[config.mk]
export PLATFORM = sky130hd
export DESIGN_NAME = alu_cmd_parser
export DESIGN_NICKNAME = d
export VERILOG_FILES = /design/src/rtl/alu_cmd_pkg.sv /design/src/rtl/alu_cmd_parser_byte_gap_timer.sv /design/src/rtl/alu_cmd_parser.sv
export SDC_FILE = /design/constraint.sdc
export NUM_CORES = 1
export LEC_CHECK = 0
export CORE_UTILIZATION = 50
export CTS_BUF_LIST = sky130_fd_sc_hd__clkbuf_2 sky130_fd_sc_hd__clkbuf_4 sky130_fd_sc_hd__clkbuf_8
export DETAILED_ROUTE_END_ITERATION = 6
export PLACE_DENSITY = 0.84
export SLEW_MARGIN = 0
export SYNTH_ARGS = -nofsm -noshare
export SYNTH_HDL_FRONTEND = slang
export SYNTH_SLANG_ARGS = --single-unit
[constraint.sdc]
create_clock -name clk -period 6.8 [get_ports clk]
set_input_delay 1.36 -clock clk [delete_from_list [all_inputs] [get_ports clk]]
set_output_delay 1.36 -clock clk [all_outputs]
set_load 0.01 [all_outputs]
[src/rtl/alu_cmd_pkg.sv]
// Shared types and constants for the ALU command parser and the ALU itself.
package alu_cmd_pkg;

  // Default frame start marker
  localparam logic [7:0] SYNC_BYTE_DEF = 8'hA5;

  // Error codes reported on err_code alongside err_valid
  localparam logic [1:0] ERR_CHK = 2'b00;
  localparam logic [1:0] ERR_TMO = 2'b01;
  localparam logic [1:0] ERR_OVR = 2'b10;
  localparam logic [1:0] ERR_OPC = 2'b11;

  // Parser states; OPC..BL are consecutive so the payload states can step by +1
  typedef enum logic [2:0] {
    ST_IDLE  = 3'd0,
    ST_OPC   = 3'd1,
    ST_AH    = 3'd2,
    ST_AL    = 3'd3,
    ST_BH    = 3'd4,
    ST_BL    = 3'd5,
    ST_CHK   = 3'd6,
    ST_ISSUE = 3'd7
  } state_e;

  // Operation encoding shared with the ALU
  typedef enum logic [3:0] {
    OP_ADD = 4'd0,
    OP_SUB = 4'd1,
    OP_AND = 4'd2,
    OP_OR  = 4'd3,
    OP_XOR = 4'd4,
    OP_SHL = 4'd5,
    OP_SHR = 4'd6,
    OP_CMP = 4'd7
  } alu_op_e;

  // Fold one byte into the running XOR checksum
  function automatic logic [7:0] xor_fold(input logic [7:0] acc, input logic [7:0] data);
    return acc ^ data;
  endfunction

endpackage

[src/rtl/alu_cmd_parser_byte_gap_timer.sv]
// Idle-gap timer: counts cycles between accepted bytes while a frame is open.
module byte_gap_timer #(
  parameter int TIMEOUT_CYC = 100000
) (
  input  logic clk,
  input  logic rst_n,
  input  logic clear,
  input  logic enable,
  output logic expired
);

  localparam int            TW   = (TIMEOUT_CYC > 2) ? $clog2(TIMEOUT_CYC) : 1;
  localparam logic [TW-1:0] LAST = TW'(TIMEOUT_CYC - 1);

  logic [TW-1:0] timer_r;

  // Count idle cycles; any accepted byte or leaving the frame states zeroes the count
  always_ff @(posedge clk or negedge rst_n) begin
    if (!rst_n) begin
      timer_r <= {TW{1'b0}};
    end else if (clear || !enable) begin
      timer_r <= {TW{1'b0}};
    end else begin
      timer_r <= timer_r + TW'(1);
    end
  end

  assign expired = enable && (timer_r == LAST);

endmodule

[src/rtl/alu_cmd_parser.sv]
// Frames UART bytes into ALU commands (sync, opcode, A, B, XOR checksum) and
// hands them to the ALU over valid/ready; bad traffic raises a one-cycle error.
module alu_cmd_parser
  import alu_cmd_pkg::*;
#(
  parameter logic [7:0] SYNC_BYTE   = SYNC_BYTE_DEF,
  parameter int         OP_W        = 4,
  parameter int         NUM_OPS     = 8,
  parameter int         TIMEOUT_CYC = 100000
) (
  input  logic            clk,
  input  logic            rst_n,
  input  logic [7:0]      rx_data,
  input  logic            rx_valid,
  output logic            op_valid,
  input  logic            op_ready,
  output logic [OP_W-1:0] opcode,
  output logic [15:0]     a,
  output logic [15:0]     b,
  output logic            err_valid,
  output logic [1:0]      err_code,
  output logic [7:0]      frame_cnt
);

  state_e          state_r, state_s;
  logic [7:0]      xor_r, xor_s;
  logic [7:0]      opc_r, opc_s, ah_r, ah_s, al_r, al_s, bh_r, bh_s, bl_r, bl_s;
  logic            op_valid_r, op_valid_s;
  logic [OP_W-1:0] opcode_r, opcode_s;
  logic [15:0]     a_r, a_s, b_r, b_s;
  logic            err_valid_r, err_valid_s;
  logic [1:0]      err_code_r, err_code_s;
  logic [7:0]      frame_cnt_r, frame_cnt_s;
  logic            gap_en_s, gap_expired_s;
  logic            opc_bad_s;

  assign gap_en_s  = (state_r != ST_IDLE) && (state_r != ST_ISSUE);
  // Opcode is rejected if it has bits above the output width or is beyond the op table
  assign opc_bad_s = ((opc_r >> OP_W) != 8'd0) || (int'({24'd0, opc_r}) >= NUM_OPS);

  byte_gap_timer #(.TIMEOUT_CYC(TIMEOUT_CYC)) u_gap_timer (
    .clk     (clk),
    .rst_n   (rst_n),
    .clear   (rx_valid),
    .enable  (gap_en_s),
    .expired (gap_expired_s)
  );

  // Next-state, staging, checksum, error and output decisions
  always_comb begin
    state_s     = state_r;
    xor_s       = xor_r;
    opc_s       = opc_r;
    ah_s        = ah_r;
    al_s        = al_r;
    bh_s        = bh_r;
    bl_s        = bl_r;
    opcode_s    = opcode_r;
    a_s         = a_r;
    b_s         = b_r;
    err_valid_s = 1'b0;
    err_code_s  = err_code_r;
    frame_cnt_s = frame_cnt_r;
    case (state_r)
      ST_IDLE: begin
        if (rx_valid && (rx_data == SYNC_BYTE)) begin
          state_s = ST_OPC;
          xor_s   = 8'h00;
        end else begin
          state_s = ST_IDLE;
        end
      end
      ST_OPC, ST_AH, ST_AL, ST_BH, ST_BL: begin
        if (rx_valid) begin
          xor_s = xor_fold(xor_r, rx_data);
          case (state_r)
            ST_OPC:  opc_s = rx_data;
            ST_AH:   ah_s  = rx_data;
            ST_AL:   al_s  = rx_data;
            ST_BH:   bh_s  = rx_data;
            ST_BL:   bl_s  = rx_data;
            default: opc_s = opc_r;
          endcase
          state_s = state_e'(state_r + 3'd1);
        end else if (gap_expired_s) begin
          err_valid_s = 1'b1;
          err_code_s  = ERR_TMO;
          state_s     = ST_IDLE;
        end else begin
          state_s = state_r;
        end
      end
      ST_CHK: begin
        if (rx_valid) begin
          if (xor_r != rx_data) begin
            err_valid_s = 1'b1;
            err_code_s  = ERR_CHK;
            state_s     = ST_IDLE;
          end else if (opc_bad_s) begin
            err_valid_s = 1'b1;
            err_code_s  = ERR_OPC;
            state_s     = ST_IDLE;
          end else begin
            opcode_s = opc_r[OP_W-1:0];
            a_s      = {ah_r, al_r};
            b_s      = {bh_r, bl_r};
            state_s  = ST_ISSUE;
          end
        end else if (gap_expired_s) begin
          err_valid_s = 1'b1;
          err_code_s  = ERR_TMO;
          state_s     = ST_IDLE;
        end else begin
          state_s = ST_CHK;
        end
      end
      ST_ISSUE: begin
        if (op_ready) begin
          // Handshake cycle: a byte arriving now is treated as an IDLE byte
          frame_cnt_s = frame_cnt_r + 8'd1;
          if (rx_valid && (rx_data == SYNC_BYTE)) begin
            state_s = ST_OPC;
            xor_s   = 8'h00;
          end else begin
            state_s = ST_IDLE;
          end
        end else if (rx_valid) begin
          err_valid_s = 1'b1;
          err_code_s  = ERR_OVR;
        end else begin
          state_s = ST_ISSUE;
        end
      end
      default: begin
        state_s = ST_IDLE;
      end
    endcase
    op_valid_s = (state_s == ST_ISSUE);
  end

  // State, staging and registered outputs
  always_ff @(posedge clk or negedge rst_n) begin
    if (!rst_n) begin
      state_r     <= ST_IDLE;
      xor_r       <= 8'h00;
      opc_r       <= 8'h00;
      ah_r        <= 8'h00;
      al_r        <= 8'h00;
      bh_r        <= 8'h00;
      bl_r        <= 8'h00;
      op_valid_r  <= 1'b0;
      opcode_r    <= {OP_W{1'b0}};
      a_r         <= 16'h0000;
      b_r         <= 16'h0000;
      err_valid_r <= 1'b0;
      err_code_r  <= 2'b00;
      frame_cnt_r <= 8'd0;
    end else begin
      state_r     <= state_s;
      xor_r       <= xor_s;
      opc_r       <= opc_s;
      ah_r        <= ah_s;
      al_r        <= al_s;
      bh_r        <= bh_s;
      bl_r        <= bl_s;
      op_valid_r  <= op_valid_s;
      opcode_r    <= opcode_s;
      a_r         <= a_s;
      b_r         <= b_s;
      err_valid_r <= err_valid_s;
      err_code_r  <= err_code_s;
      frame_cnt_r <= frame_cnt_s;
    end
  end

  assign op_valid  = op_valid_r;
  assign opcode    = opcode_r;
  assign a         = a_r;
  assign b         = b_r;
  assign err_valid = err_valid_r;
  assign err_code  = err_code_r;
  assign frame_cnt = frame_cnt_r;

endmodule

Yosys cells after proc, flatten, opt, wreduce, memory -nomap -nowiden
Cells that the tools add are included.

cells by class
  add/subtract/negate cells = 3
  $lt $le $gt $ge = 1
  eq/ne operators = 18
  mux-type cells = 31
  bitwise operators = 3
  reductions and logical operators = 21

operators by type and width
  cell                                                 number
  2-to-1 mux 3 bit                                     8
  2-to-1 mux 8 bit                                     3
  case mux 8 bit (3 select lines)                      1
  AND reduction 3 bit                                  6
  adder 17 x 1 -> 17 bit, second input constant        1
  == test 17 bit, second input constant                1
  2-to-1 mux 17 bit                                    1
  == test 3 bit, second input constant                 5
  2-to-1 mux 2 bit                                     7
  case mux 3 bit (4 select lines)                      1
  != test 2 bit, second input constant                 5
  nonzero test 3 bit                                   3
  adder 8 x 1 -> 8 bit, second input constant          1
  == test 8 bit, second input constant                 1
  >= comparator 8 x 4 -> 1 bit, second input constant  1
  2-to-1 mux 1 bit                                     8
  != test 8 bit                                        1
  nonzero test 8 bit                                   1
  XOR 8 bit                                            1
  == test 3 x 2 -> 1 bit, second input constant        2
  case mux 2 bit (3 select lines)                      1
  AND reduction 5 bit                                  1
  OR reduction 5 bit                                   1
  != test 4 bit, second input constant                 1
  11 further kinds                                     15

word-level totals
  register bits = 116
  input port bits = 12
  output and inout port bits = 48
  word-level logic and storage cells = 92

Longest topological paths before layout
  depth after elaboration = 7
  gate-level depth with buffers = 9
  depth with buffers taken out = 7

Cells and area by module
A second synthesis with hierarchy kept.

unflattened totals
  cells, all modules = 412
  area total of the unflattened synthesis = 5,163.7 um^2

modules (own cells, without submodules)
  module          times used  cells each  area an instance (um^2)  sequential area each (um^2)
  alu_cmd_parser  1           319         4,295.4                  2,477.4
  byte_gap_timer  1           93          868.3                    425.4

Worst setup path before layout
OpenSTA, ideal clock, no wires.

  kind = input-to-reg
  start = in rx_data[3]
  end = reg a_r[0], in the netlist a[0]
  setup time = 125 ps
  data arrival time = 2,926 ps
  required time = 6,675 ps
  setup slack = 3,749 ps
  stages on the path = 6
  buffers on the path = 2
  cells stage by stage = clkbuf_1 > xnor2_1 > nand4_1 > nor4b_4 > buf_2 > mux2_2

on the way
  cells in the longest elaborated chain, start to end = 3

ends and longest elaborated chain
  what                                  line                   RTL
  from (decl)                           alu_cmd_parser.sv:13   input logic [7:0] rx_data,
  != test 8 bit                         alu_cmd_parser.sv:95   if (xor_r != rx_data) begin
  NOT 1 bit (no source line)            n/a
  AND reduction 4 bit (no source line)  n/a
  to (signal assigned)                  alu_cmd_parser.sv:168  a_r <= a_s;
  to (decl)                             alu_cmd_parser.sv:30   logic [15:0] a_r, a_s, b_r, b_s;

Every way passes these cells.
A chain may end at the register's enable or synchronous reset.

Final worst setup path
  start = in rx_data[2]
  end = reg b_r[15], in the netlist b[15]

on the way
  cells in the longest elaborated chain, start to end = 3

ends and longest elaborated chain
  what                                  line                   RTL
  != test 8 bit                         alu_cmd_parser.sv:95
  NOT 1 bit (no source line)            n/a
  AND reduction 4 bit (no source line)  n/a
  to (signal assigned)                  alu_cmd_parser.sv:169  b_r <= b_s;
  to (decl)                             alu_cmd_parser.sv:30

Every way passes these cells.

==> run_results.csv <==
group,metric,value,unit
global_route,grt_usage,0.2069,
critical_path,cp_slowest_stage_delay,760,ps
floorplan,die_area,0.01052,mm²
drt,route.top_layer_used,"met4",
drt,num_vias,3249,
clock_network,h-tree-depth,4,
yosys,yosysUniqueCellTypes,43,
drt,drc,0,
pwr,p_int,0.001035,W
critical_path,cp_top_family,"buffers and inverters",
finish,area_growth,21.45,%
floorplan,die_w,102.6,µm
clock_network,cts_tree,"built",
timing,max_slew_margin,0.4331,
drt,via_per_inst,5.388,
pwr,p_clk_frac,0.445,
finish,nNetsFinal,477,
critical_path,critPathMaxFanout,23,
critical_path,cp-start-kind,"input pin",
placed_design,port_buffers,59,
clock_network,clock_latency,420,ps
pwr,p_leak,2.963,nW
yosys,yosys.area.top_type_share,0.5740,
floorplan,initial_core_util,0.5174,
yosys,async_flop_share,1.000,
placed_design,preCtsSetupSlack,2622,ps
global_route,grt_pass1_wl,16.34,mm
clock_network,cts.repair.resized,0,
timing,period_minus_slack,3776,ps
yosys,avgSynthCellArea,12.84,µm²
yosys,synth-seq-area-share,0.5740,
clock_network,clock_path_buffers,2,
drt,wl_met1,4.365,mm
pwr,p_seq_frac,0.520,
critical_path,cp.buffers_inverters,2,
timing,max_freq,264.8,MHz
global_route,gr-total-overflow,0,
floorplan,die_h,102.6,µm
status,status,"complete, no violations",
finish,utilization,0.6284,
clock_network,clock-root-buffer,"clkbuf_8",
critical_path,critPathKind,"in2reg",
floorplan,rows,36,
yosys,synth_area_leaders,"dfrtp_1, mux2_2, xnor2_1",
finish,nFillCells,763,
critical_path,worstSetupEndpointType,"register",
clock_network,cts_buffers,17,
pwr,power_frac_comb,0.035,
yosys,synth_nets,414,
pwr,ir_drop,0.09421,mV
critical_path,cp_slowest_cell,"clkdlybuf4s50_1",
critical_path,arrival,4090,ps
yosys,synth_edf_count,0,
min_path,hold_class,"reg2reg",
timing,setup_tns,0,ps
global_route,grt_pass1_vias,3253,
finish,multi_input_area,0.002052,mm²
timing,rsz0062_at_grt,"false",
drt,firstDrtPassIters,4,
placed_design,dp_hpwl,6.847,mm
timing,clock_skew,10.89,ps
pwr,swShare,0.2305,
placed_design,gp_congestion,0.8880,
clock_network,holdBufCountCts,0,
clock_network,clk_pin_slew,70,ps
yosys,syn_area,0.005057,mm²
drt,ant_nets,0,
critical_path,worstPathCellList,"clkdlybuf4s50_1 -> xnor2_1 -> nand4_1 -> nor4b_4 -> buf_4 -> mux2_2",
timing,drv_slew,0,
job,maxCapViolCount,0,
timing,worst_pin_slew,850.4,ps
timing,hold_viol,0,
yosys,synth_top_flop_cell,"dfrtp_1",
yosys,yosysMostFrequentCell,"dfrtp_1",
finish,regArea,0.002903,mm²
yosys,ys_ff_latch,116,
pwr,p_total,0.001346,W
pwr,power_switching,0.0003102,W
clock_network,cts_setup_buffers,0,
yosys,yosysWarningCount,0,
yosys,synth_common_cells,"dfrtp_1, mux2_2, nor2_1, xnor2_1",
timing,fin_ws,3024,ps
timing,final-setup-viol-count,0,
critical_path,cp.required,7110,ps
yosys,yosysTopAreaCell,"dfrtp_1",
drt,wl_met3,458,µm
finish,layout-drive-gt1-share,0.2489,
drt,wl_per_cell,16.40,µm
drt,drt-total-wl,9.890,mm
finish,antenna-diode-count,0,
yosys,netlist_instances,394,
global_route,grt_max_degree,70,
floorplan,core,0.009774,mm²
drt,dr.first_iter.drc_count,192,
pwr,p_per_area,219.1,mW/mm²
global_route,antenna_found_initial,0,
clock_network,cts_num_sinks,116,
floorplan,pin_count,60,
timing,timing.final.crit_share,0.5553,
drt,dr_wl_met2,4.822,mm
==> cells in the final DEF, fill, tap and decap left out, types with 3 or more instances in the layout <==
master	synthesis	final
buf_4	1	4
xnor2_1	17	17
nand4_1	5	5
ha_1	8	8
o21ai_0	13	13
nor2_1	21	21
nor3b_1	9	9
clkbuf_8	0	20
and3_1	6	6
a311o_1	3	3
clkdlybuf4s50_1	0	58
a21oi_1	7	7
dfrtp_1	116	116
a21o_1	11	11
and2_1	3	3
mux2_2	77	77
nor2b_1	5	5
xor2_1	12	12
clkinv_2	0	3
nand3_1	14	14
nand2_1	14	14
inv_1	7	7
clkinvlp_4	0	4
==> path summary, 6_finish.rpt <==
check / startpoint / depth (start not counted) / slack (ps) / to
max: rx_data[2] / 6 / 3020 / b[15]
min: u_gap_timer.timer_r[0] / 1 / 450 / u_gap_timer.timer_r[0]
max reg2reg: opc_r[5] / 5 / 4170 / b[15]
min reg2reg: u_gap_timer.timer_r[0] / 1 / 450 / u_gap_timer.timer_r[0]
max in group asynchronous: rst_n / 2 / 4590 / xor_r[2]
min in group asynchronous: rst_n / 1 / 930 / opcode[3]
==> cell families (layout without fill, tap and decap cells) <==
logic type,after synthesis,count (layout),share of synthesized area
xor gates and xnor gates,29,29,0.05022
DFF,116,116,0.5740
adders and majority gates,8,8,0.01979
buffers and inverters,25,101,0.02029
and+or+nand+nor,93,93,0.1032
muxes,77,77,0.1714
AOI/OAI and AO/OA,46,46,0.06111
==> power by group through the flow <==
| stage | clock network, W | registers, W | logic (W) |
|---|---|---|---|
| after floorplan | 0 | 0.000712 | 0.0000216 |
| after global placement | 0 | 0.000712 | 0.0000467 |
| after detailed placement | 0 | 0.000713 | 0.0000480 |
| after CTS | 0.000611 | 0.000700 | 0.0000481 |
| after global routing | 0.000642 | 0.000700 | 0.0000529 |
| final | 0.000599 | 0.000700 | 0.0000470 |
==> flip-flops by register name, indices dropped and copies added (netlist names), 2 cells and up <==
signal,flops
frame_cnt,8
b,16
al_r,8
xor_r,8
opcode,4
bh_r,8
a,16
err_code,2
opc_r,8
u_gap_timer.timer_r,17
bl_r,8
state_r,3
ah_r,8
==> cell type report <==
class,count,share of cell area
Clock inverter,11,0.01650
Tap cell,133,0.02709
Inverter,7,0.004278
Sequential cell,116,0.4726
Timing Repair Buffer,62,0.09941
Multi-Input combinational cell,253,0.3341
Clock buffer,21,0.04604
==> per-layer routing <==
metal,vias up,global-route usage
met2,87,0.3195
met1,1624,0.2786
met5,-,0
met4,0,0.1055
met3,24,0.04203
li1,1514,-
==> per-stage QoR <==
stage          cells  cell area, µm²  hold WS, ps
2_1_floorplan    394            5057        424.5
3_3_place_gp     571            5758        440.0
3_5_place_dp     571            5758        446.0
4_1_cts          603            6142        454.7
5_1_grt          603            6142        480.5
6_report         603            6142        453.1
(Power assumes the default switching activity.)
